`config.mk`:
```
export PLATFORM = sky130hd
export DESIGN_NAME = wb_uart
export DESIGN_NICKNAME = d
export VERILOG_FILES = /design/src/rtl/wb_uart.sv
export SDC_FILE = /design/constraint.sdc
export NUM_CORES = 1
export LEC_CHECK = 0
export ABC_CLOCK_PERIOD_IN_PS = 2800
export BUFFER_PORTS_ARGS = -buffer_cell sky130_fd_sc_hd__buf_4
export CAP_MARGIN = 0
export CORE_MARGIN = 4
export CORE_UTILIZATION = 55
export CTS_CLUSTER_DIAMETER = 100
export DETAILED_ROUTE_END_ITERATION = 8
export PLACE_DENSITY = 0.74
export SETUP_SLACK_MARGIN = 0.05
export SLEW_MARGIN = 20
export SYNTH_ARGS = -nofsm -noshare
export SYNTH_HDL_FRONTEND = slang
export SYNTH_SLANG_ARGS = --single-unit
```
`constraint.sdc`:
```
create_clock -name clk -period 2.8 [get_ports clk]
set_input_delay 0.28 -clock clk [delete_from_list [all_inputs] [get_ports clk]]
set_output_delay 0.28 -clock clk [all_outputs]
set_load 0.005 [all_outputs]
```
`src/rtl/wb_uart.sv`:
```
// Wishbone classic UART: 8N1 transmitter fed by a TX FIFO, single-byte receive buffer,
// four word registers (DATA, STATUS, DIVISOR, CTRL) and a level interrupt.
module wb_uart #(
    parameter logic [15:0] DEFAULT_DIV = 16'd433,
    parameter int unsigned TX_DEPTH    = 8
) (
    input  logic        clk,
    input  logic        rst,
    input  logic        wb_cyc_i,
    input  logic        wb_stb_i,
    input  logic        wb_we_i,
    input  logic [3:0]  wb_adr_i,
    input  logic [3:0]  wb_sel_i,
    input  logic [31:0] wb_dat_i,
    output logic [31:0] wb_dat_o,
    output logic        wb_ack_o,
    output logic        irq,
    output logic        tx,
    input  logic        rx
);

    localparam int unsigned PW = $clog2(TX_DEPTH);
    localparam logic [PW:0] PTR_ONE  = {{PW{1'b0}}, 1'b1};
    localparam logic [PW:0] PTR_WRAP = {1'b1, {PW{1'b0}}};

    typedef enum logic [1:0] {
        REG_DATA   = 2'd0,
        REG_STATUS = 2'd1,
        REG_DIV    = 2'd2,
        REG_CTRL   = 2'd3
    } reg_t;

    typedef enum logic [1:0] {
        S_IDLE  = 2'd0,
        S_START = 2'd1,
        S_DATA  = 2'd2,
        S_STOP  = 2'd3
    } uart_state_t;

    // Bus decode
    logic        bus_req;
    logic        bus_wr;
    logic        bus_rd;
    reg_t        reg_sel;
    logic [31:0] rd_mux;

    // Configuration
    logic [15:0] divisor;
    logic        rx_irq_en;
    logic        tx_irq_en;

    // TX FIFO
    logic [7:0]  fifo_mem [TX_DEPTH];
    logic [PW:0] wr_ptr;
    logic [PW:0] rd_ptr;
    logic        tx_full;
    logic        fifo_empty;
    logic        tx_push;
    logic        tx_pop;
    logic [7:0]  fifo_head;

    // TX FSM
    uart_state_t tx_state, tx_state_n;
    logic [15:0] tx_cnt, tx_cnt_n;
    logic [2:0]  tx_bit, tx_bit_n;
    logic [7:0]  tx_shift, tx_shift_n;
    logic        tx_line_n;
    logic        tx_empty;

    // RX path
    logic        rx_s1;
    logic        rx_sync;
    logic        rx_prev;
    logic        rx_fall;
    uart_state_t rx_state, rx_state_n;
    logic [15:0] rx_cnt, rx_cnt_n;
    logic [2:0]  rx_bit, rx_bit_n;
    logic [7:0]  rx_shift, rx_shift_n;
    logic        rx_stop_sample;
    logic [7:0]  rx_data;
    logic        rx_valid;
    logic        rx_overrun;
    logic        rx_frame_err;
    logic        rx_read;
    logic        err_clr;

    logic unused_bus_bits;
    assign unused_bus_bits = ^{wb_adr_i[1:0], wb_sel_i[3:2], wb_dat_i[31:16]};

    assign bus_req = wb_cyc_i & wb_stb_i & ~wb_ack_o;
    assign bus_wr  = bus_req & wb_we_i;
    assign bus_rd  = bus_req & ~wb_we_i;
    assign reg_sel = reg_t'(wb_adr_i[3:2]);

    assign tx_push = bus_wr && (reg_sel == REG_DATA) && wb_sel_i[0] && !tx_full;
    assign rx_read = bus_rd && (reg_sel == REG_DATA);
    assign err_clr = bus_wr && (reg_sel == REG_CTRL) && wb_sel_i[1] && wb_dat_i[8];

    assign fifo_empty = (wr_ptr == rd_ptr);
    assign tx_full    = ((wr_ptr ^ rd_ptr) == PTR_WRAP);
    assign fifo_head  = fifo_mem[rd_ptr[PW-1:0]];
    assign tx_empty   = fifo_empty && (tx_state == S_IDLE);

    assign irq = (rx_irq_en & rx_valid) | (tx_irq_en & tx_empty);

    always_comb begin
        rd_mux = '0;
        case (reg_sel)
            REG_DATA:   rd_mux[7:0]  = rx_data;
            REG_STATUS: rd_mux[4:0]  = {rx_frame_err, rx_overrun, rx_valid, tx_empty, tx_full};
            REG_DIV:    rd_mux[15:0] = divisor;
            REG_CTRL:   rd_mux[1:0]  = {tx_irq_en, rx_irq_en};
            default:    rd_mux       = '0;
        endcase
    end

    always_ff @(posedge clk) begin
        if (rst) begin
            wb_ack_o  <= 1'b0;
            wb_dat_o  <= '0;
            divisor   <= DEFAULT_DIV;
            rx_irq_en <= 1'b0;
            tx_irq_en <= 1'b0;
        end else begin
            wb_ack_o <= bus_req;
            wb_dat_o <= bus_rd ? rd_mux : '0;
            if (bus_wr && reg_sel == REG_DIV) begin
                if (wb_sel_i[0]) divisor[7:0]  <= wb_dat_i[7:0];
                if (wb_sel_i[1]) divisor[15:8] <= wb_dat_i[15:8];
            end
            if (bus_wr && reg_sel == REG_CTRL && wb_sel_i[0]) begin
                rx_irq_en <= wb_dat_i[0];
                tx_irq_en <= wb_dat_i[1];
            end
        end
    end

    always_ff @(posedge clk) begin
        if (tx_push) fifo_mem[wr_ptr[PW-1:0]] <= wb_dat_i[7:0];
    end

    // Full is taken from the pre-pop pointers, so a push racing a pop on a full FIFO is dropped.
    always_ff @(posedge clk) begin
        if (rst) begin
            wr_ptr <= '0;
            rd_ptr <= '0;
        end else begin
            if (tx_push) wr_ptr <= wr_ptr + PTR_ONE;
            if (tx_pop)  rd_ptr <= rd_ptr + PTR_ONE;
        end
    end

    always_comb begin
        tx_state_n = tx_state;
        tx_cnt_n   = tx_cnt;
        tx_bit_n   = tx_bit;
        tx_shift_n = tx_shift;
        tx_line_n  = tx;
        tx_pop     = 1'b0;
        case (tx_state)
            S_IDLE: begin
                tx_line_n = 1'b1;
                if (!fifo_empty) begin
                    tx_pop     = 1'b1;
                    tx_shift_n = fifo_head;
                    tx_cnt_n   = divisor;
                    tx_line_n  = 1'b0;
                    tx_state_n = S_START;
                end
            end
            S_START: begin
                if (tx_cnt == '0) begin
                    tx_cnt_n   = divisor;
                    tx_bit_n   = '0;
                    tx_line_n  = tx_shift[0];
                    tx_state_n = S_DATA;
                end else begin
                    tx_cnt_n = tx_cnt - 16'd1;
                end
            end
            S_DATA: begin
                if (tx_cnt == '0) begin
                    tx_cnt_n = divisor;
                    if (tx_bit == 3'd7) begin
                        tx_line_n  = 1'b1;
                        tx_state_n = S_STOP;
                    end else begin
                        tx_bit_n   = tx_bit + 3'd1;
                        tx_shift_n = tx_shift >> 1;
                        tx_line_n  = tx_shift[1];
                    end
                end else begin
                    tx_cnt_n = tx_cnt - 16'd1;
                end
            end
            S_STOP: begin
                if (tx_cnt == '0) begin
                    if (!fifo_empty) begin
                        tx_pop     = 1'b1;
                        tx_shift_n = fifo_head;
                        tx_cnt_n   = divisor;
                        tx_line_n  = 1'b0;
                        tx_state_n = S_START;
                    end else begin
                        tx_state_n = S_IDLE;
                    end
                end else begin
                    tx_cnt_n = tx_cnt - 16'd1;
                end
            end
            default: tx_state_n = S_IDLE;
        endcase
    end

    always_ff @(posedge clk) begin
        if (rst) begin
            tx_state <= S_IDLE;
            tx_cnt   <= '0;
            tx_bit   <= '0;
            tx_shift <= '0;
            tx       <= 1'b1;
        end else begin
            tx_state <= tx_state_n;
            tx_cnt   <= tx_cnt_n;
            tx_bit   <= tx_bit_n;
            tx_shift <= tx_shift_n;
            tx       <= tx_line_n;
        end
    end

    assign rx_fall = rx_prev & ~rx_sync;

    always_comb begin
        rx_state_n     = rx_state;
        rx_cnt_n       = rx_cnt;
        rx_bit_n       = rx_bit;
        rx_shift_n     = rx_shift;
        rx_stop_sample = 1'b0;
        case (rx_state)
            S_IDLE: begin
                if (rx_fall) begin
                    rx_cnt_n   = divisor >> 1;
                    rx_state_n = S_START;
                end
            end
            S_START: begin
                if (rx_cnt == '0) begin
                    if (!rx_sync) begin
                        rx_cnt_n   = divisor;
                        rx_bit_n   = '0;
                        rx_state_n = S_DATA;
                    end else begin
                        rx_state_n = S_IDLE;
                    end
                end else begin
                    rx_cnt_n = rx_cnt - 16'd1;
                end
            end
            S_DATA: begin
                if (rx_cnt == '0) begin
                    rx_cnt_n   = divisor;
                    rx_shift_n = {rx_sync, rx_shift[7:1]};
                    if (rx_bit == 3'd7) rx_state_n = S_STOP;
                    else                rx_bit_n   = rx_bit + 3'd1;
                end else begin
                    rx_cnt_n = rx_cnt - 16'd1;
                end
            end
            S_STOP: begin
                if (rx_cnt == '0) begin
                    rx_stop_sample = 1'b1;
                    rx_state_n     = S_IDLE;
                end else begin
                    rx_cnt_n = rx_cnt - 16'd1;
                end
            end
            default: rx_state_n = S_IDLE;
        endcase
    end

    always_ff @(posedge clk) begin
        if (rst) begin
            rx_s1    <= 1'b1;
            rx_sync  <= 1'b1;
            rx_prev  <= 1'b1;
            rx_state <= S_IDLE;
            rx_cnt   <= '0;
            rx_bit   <= '0;
            rx_shift <= '0;
        end else begin
            rx_s1    <= rx;
            rx_sync  <= rx_s1;
            rx_prev  <= rx_sync;
            rx_state <= rx_state_n;
            rx_cnt   <= rx_cnt_n;
            rx_bit   <= rx_bit_n;
            rx_shift <= rx_shift_n;
        end
    end

    // A DATA read on the store edge frees the buffer first, so the new byte lands without overrun.
    always_ff @(posedge clk) begin
        if (rst) begin
            rx_data      <= '0;
            rx_valid     <= 1'b0;
            rx_overrun   <= 1'b0;
            rx_frame_err <= 1'b0;
        end else begin
            if (err_clr) begin
                rx_overrun   <= 1'b0;
                rx_frame_err <= 1'b0;
            end
            if (rx_read) rx_valid <= 1'b0;
            if (rx_stop_sample) begin
                if (!rx_sync) begin
                    rx_frame_err <= 1'b1;
                end else if (rx_valid && !rx_read) begin
                    rx_overrun <= 1'b1;
                end else begin
                    rx_data  <= rx_shift;
                    rx_valid <= 1'b1;
                end
            end
        end
    end

endmodule

```
# Yosys cells after proc, flatten, opt, wreduce, memory -nomap -nowiden
# Memory sizes are Yosys's and may differ from the RTL's. A register that Yosys moved wholly into a read port is not among the register bits.
# Index checks and enable logic that the tools add are counted.
# totals
ff_bits	132
latch_bits	0
ramBits	64
mem_bits_ro	0
input_bits	46
output_inout_bits	35
wordCells	180
n_memories	1
# classes
addsub	6
multipliers	0
div	0
order_cmp	0
n_eq_ne	29
shifts	0
muxes	68
n_bitwise	15
reduce_logical	35
# memory_table
name	depth	word_bits	read_ports	rd_ports_with_merged_regs	wr	line_no	text
fifo_mem	8	8	1	1	1	53	logic [7:0] fifo_mem [TX_DEPTH];
# ops
op	n
16-bit 2-to-1 mux	8
16-bit one-hot mux with 4 select lines	1
16-bit one-hot mux with 3 select lines	1
16-bit zero test	2
8-bit 2-to-1 mux	4
16-bit by 1-bit subtractor with 16-bit output (second input constant)	2
2-bit inequality test (second input constant)	15
3-bit 2-to-1 mux	9
1-bit 2-to-1 mux	24
2-bit one-hot mux with 4 select lines	3
8-bit one-hot mux with 3 select lines	1
2-bit 2-to-1 mux	11
3-bit one-hot mux with 2 select lines	3
5-bit AND reduction	3
2-bit equality test (second input constant)	6
4-bit AND reduction	3
1-bit logical AND	11
3-bit one-hot mux with 3 select lines	1
4-bit by 1-bit adder with 4-bit output (second input constant)	2
1-bit bitwise AND	7
3-bit by 1-bit adder with 3-bit output (second input constant)	2
2-bit by 1-bit equality test with 1-bit output (second input constant)	3
3-bit equality test (second input constant)	2
2-bit zero test	3
other kinds (15)	26

# Logic depth before layout (Yosys ltp)
# logic_depth
ltp_word	10
mapped_depth	9
depth_no_buf	7

# Worst setup path before layout
# OpenSTA, ideal clock, no wires.
# synth_timing
path_type	flip-flop to flip-flop
from	reg wr_ptr[1]
to	mem fifo_mem[0][0] (enable)
setup_time_ps	395
t_arrival_ps	2103
required_time_ps	2405
slack_ps	302
path_stages_with_launch	7
n_path_buf	2
synth_period_minus_slack_ps	2498
cell_sequence	dfxtp_1 -> buf_2 -> xnor2_1 -> and4b_1 -> or2_2 -> clkbuf_1 -> nor4_1
# synth_between
elab_chain_len	6
# synth_rtl
item	line_no	text
start, declared	54	logic [PW:0] wr_ptr;
start signal, assigned	148	if (tx_push) wr_ptr <= wr_ptr + PTR_ONE;
4-bit bitwise XOR	100	assign tx_full = ((wr_ptr ^ rd_ptr) == PTR_WRAP);
4-bit equality test	100	
1-bit zero test	95	assign tx_push = bus_wr && (reg_sel == REG_DATA) && wb_sel_i[0] && !tx_full;
1-bit logical AND	95	
1-bit 2-to-1 mux	139	if (tx_push) fifo_mem[wr_ptr[PW-1:0]] <= wb_dat_i[7:0];
1-bit 2-to-1 mux (implied by the code)	139	
end, declared	53	
# Parallel ways exist; a longest one is shown, timed or not.

# Final worst setup path
# layout_timing
from	reg wr_ptr[0]
to	out irq
# layout_between
elab_chain_len	4
# layout_rtl
item	line_no	text
4-bit equality test	99	assign fifo_empty = (wr_ptr == rd_ptr);
1-bit logical AND	102	assign tx_empty = fifo_empty && (tx_state == S_IDLE);
1-bit bitwise AND	104	assign irq = (rx_irq_en & rx_valid) | (tx_irq_en & tx_empty);
1-bit OR	104	
end, declared	17	output logic irq,
# No other way between the ends.

==> metrics.json <==
{
  "worst_skew_pair.late_latency_ns": 0.44,
  "main_combinational_cell_family_by_area_after_synthesis": "simple AND/OR/NAND/NOR gates",
  "setup_total_negative_slack_ns": 0,
  "fin_area_mm2": 0.0104,
  "timing.final.crit_share": 0.931,
  "timing_worst_slew_pin_value_ns": 0.892,
  "synth_fa_ha_area_frac": 0.0270,
  "synth_cells": 907,
  "numClockSinks": 183,
  "area_growth_from_synthesis_to_layout_pct": 12.2,
  "power.ir.vdd_worst_v": 0.000569,
  "ws_path_type": "flip-flop to output pin",
  "synth-main-ff-cell": "dfxtp_1",
  "synth-simple-area-share": 0.175,
  "hold_buffers": 0,
  "clk_path_buf_depth": 2,
  "count_of_tritonroute_iterations_in_the_first_routing_pass": 5,
  "clkTransAtPathRegs_ns": 0.08,
  "start_util": 0.561,
  "max_freq_ghz": 0.384,
  "rsz0062_at_grt": "no",
  "worstHoldPathType": "input pin to flip-flop",
  "synth-edff-count": 64,
  "synth_seq_area_share": 0.464,
  "timing_hold_violations_final": 0,
  "crit_fanout": 26,
  "top_level_ports": 81,
  "ys_async_sr_fraction": 0,
  "synth.avg_cell_area_um2": 10.2,
  "fp.dieH_um": 138,
  "grt.overflow.total": 0,
  "pin_count_of_the_biggest_net_entering_global_routing": 54,
  "holdWs_ns": 0.0249,
  "ctsResizeCount": 0,
  "num-nets-final": 1007,
  "grt.total_usage": 0.241,
  "netlist-cell-type-count": 85,
  "grt_pass1_wl_mm": 35.6,
  "cts.root.buffer_cell": "clkbuf_16",
  "critPathLaunchType": "flip-flop",
  "grt_pass1_vias": 6741,
  "initialDrtViolationCount": 765,
  "arrival_time_worst_endpoint_ns": 2.33,
  "ys_warn_count": 0,
  "gp_congestion": 0.911,
  "port_buffers": 44,
  "antenna_cells": 0,
  "power.total_mw": 9.53,
  "drcViolationCount": 0,
  "outcome": "complete, no violations",
  "wl_per_cell_um": 18.8,
  "worstHoldStart": "rx",
  "cts_bufs_inserted": 17,
  "yosys_register_bits": 183,
  "synth.cell_area_mm2": 0.00927,
  "route.final.wire_length_mm": 22.1,
  "core_area_mm2": 0.0165,
  "postCtsSetupBuffers": 0,
  "placedInstanceArea_mm2": 0.00979,
  "rows": 47,
  "detailed_place_hpwl_mm": 14.9,
  "fillerInstances": 1302,
  "timing.slew.headroom": 0.401,
  "htree_num_levels": 4,
  "power.density_mw_per_mm2": 917,
  "yosys-mux-area-fraction": 0.0931,
  "leakage_power_total_nw": 3.96,
  "antenna_violating_nets_post_route": 0,
  "critPathLaunch": "wr_ptr[0]$_SDFFE_PP0P_",
  "critical_path.endpoint_type": "output pin",
  "tritoncts_clock_tree": "built",
  "drv.max_cap_violation_count": 0,
  "number_of_vias_in_the_routed_layout": 7256,
  "layout.area.seq_mm2": 0.00430,
  "report.final.setup_viol": 0,
  "clock_skew_after_layout_ns": 0.00778,
  "die_x_um": 138,
  "required_time_reported_for_the_critical_path_endpoint_ns": 2.52,
  "area_of_the_multi_input_gates_mm2": 0.00448,
  "reg_to_reg_startpoint": "tx_cnt[0]$_SDFF_PP0_",
  "floorplan.die_area_mm2": 0.0190,
  "report.final.slew_viol_count": 0,
  "final.min_clock_period_ns": 2.61,
  "via_per_inst": 6.18,
  "synth_compound_gate_area_share": 0.161,
  "yosys.area_share.xor_xnor": 0.0208,
  "antenna_found_initial": 0,
  "drive_above_1_share": 0.179
}
stage by stage:
| stage | setup WS, ns | cells | util |
|---|---|---|---|
| 2_1_floorplan | 0.302 | 922 | - |
| 3_3_place_gp | 0.395 | 1142 | 0.592 |
| 3_5_place_dp | 0.335 | 1142 | 0.592 |
| 4_1_cts | 0.113 | 1174 | 0.629 |
| 5_1_grt | 0.0904 | 1174 | 0.629 |
| 6_report | 0.194 | 1174 | 0.629 |
cell usage in the layout (no fill, tap or decap), types with 26 or more instances in the layout:
cell      synthesis  layout
dfxtp_1         119     119
buf_4            18      81
nor2_1           71      71
edfxtp_1         64      64
a21oi_1          61      61
nand2_1          60      60
nand3_1          41      41
mux2i_1          39      39
inv_1            28      28
o21ai_0          26      26
worst paths after layout:
| kind | to | cells after the start | slack, ns |
|---|---|---|---|
| max reg2reg | tx_shift[7]$_SDFFE_PP0P_ | 7 | 0.29 |
| max | irq | 5 | 0.19 |
| min | rx_s1$_SDFF_PP1_ | 2 | 0.02 |
| min reg2reg | rx_sync$_SDFF_PP1_ | 1 | 0.41 |
power by group:
group | internal (mW) | leakage (nW) | total [mW] | switching, mW
clock network | 1.21 | 0.292 | 2.40 | 1.19
logic | 1.61 | 2.13 | 4.02 | 2.41
registers | 2.89 | 1.54 | 3.11 | 0.219
state kept, by name (all words and copies together), names as in the netlist, 3 cells and up, named ones only:
name / count
divisor: 16
fifo_mem: 64
rd_ptr: 4
rx_bit: 3
rx_cnt: 16
rx_data: 8
rx_shift: 8
tx_bit: 3
tx_cnt: 16
tx_shift: 8
wb_dat_o: 16
wr_ptr: 4
per-layer routing:
metal	track usage	share of wire	up-vias
met5	0	0	-
met4	0.0724	0.018	0
met3	0.0504	0.063	31
met2	0.367	0.46	257
met1	0.347	0.46	3531
li1	-	-	3437
layout make-up:
cell class,count,area share
clock buffer,17,0.0409
clock inverter,15,0.0173
inverter,28,0.0101
multi-input combinational,629,0.431
sequential,183,0.414
tap,220,0.0265
timing repair buffer,82,0.0604
cells in the mapped netlist (5+ instances only):
master / count / area (µm²)
o21ai_0: 26 / 130
a211oi_1: 7 / 52.6
o31ai_1: 8 / 60.1
o21a_1: 6 / 45.0
ha_1: 20 / 250
nor2b_1: 6 / 37.5
nor4_1: 5 / 31.3
a21oi_1: 61 / 305
or2_2: 5 / 31.3
inv_1: 28 / 105
nand2_1: 60 / 225
xor2_1: 6 / 52.6
nor2_1: 71 / 267
o41ai_1: 14 / 123
nand3_1: 41 / 205
nand4_1: 17 / 106
or4_1: 6 / 45.0
mux2_2: 10 / 113
a31o_1: 7 / 61.3
nor3_1: 24 / 120
dfxtp_1: 119 / 2380
clkbuf_1: 41 / 154
mux4_2: 16 / 360
buf_2: 9 / 45.0
o22ai_1: 6 / 37.5
buf_1: 8 / 30.0
nand2b_1: 7 / 43.8
edfxtp_1: 64 / 1920
nor4_2: 5 / 62.6
mux2i_1: 39 / 390
and2_1: 12 / 75.1
a221oi_1: 8 / 70.1
xnor2_1: 16 / 140
buf_4: 18 / 135
or3_1: 6 / 37.5
logic make-up (layout without fill, tap and decap cells):
group                    Yosys count  in the layout
multiplexers                      65             65
AO/OA/AOI/OAI                    209            209
other                              1             16
adder cells (fa/ha/maj)           20             20
AND/OR/NAND/NOR                  297            297
flip-flops                       183            183
XOR/XNOR                          22             22
buffers and inverters            110            142
critical path, cell delays in order, from the launching register on:
cell	delay, ns
dfxtp_1	0.51
xnor2_1	0.20
and4_2	0.42
buf_4	0.38
a32o_1	0.24
buf_4	0.11
No activity file was read; power rests on OpenSTA's default activity.
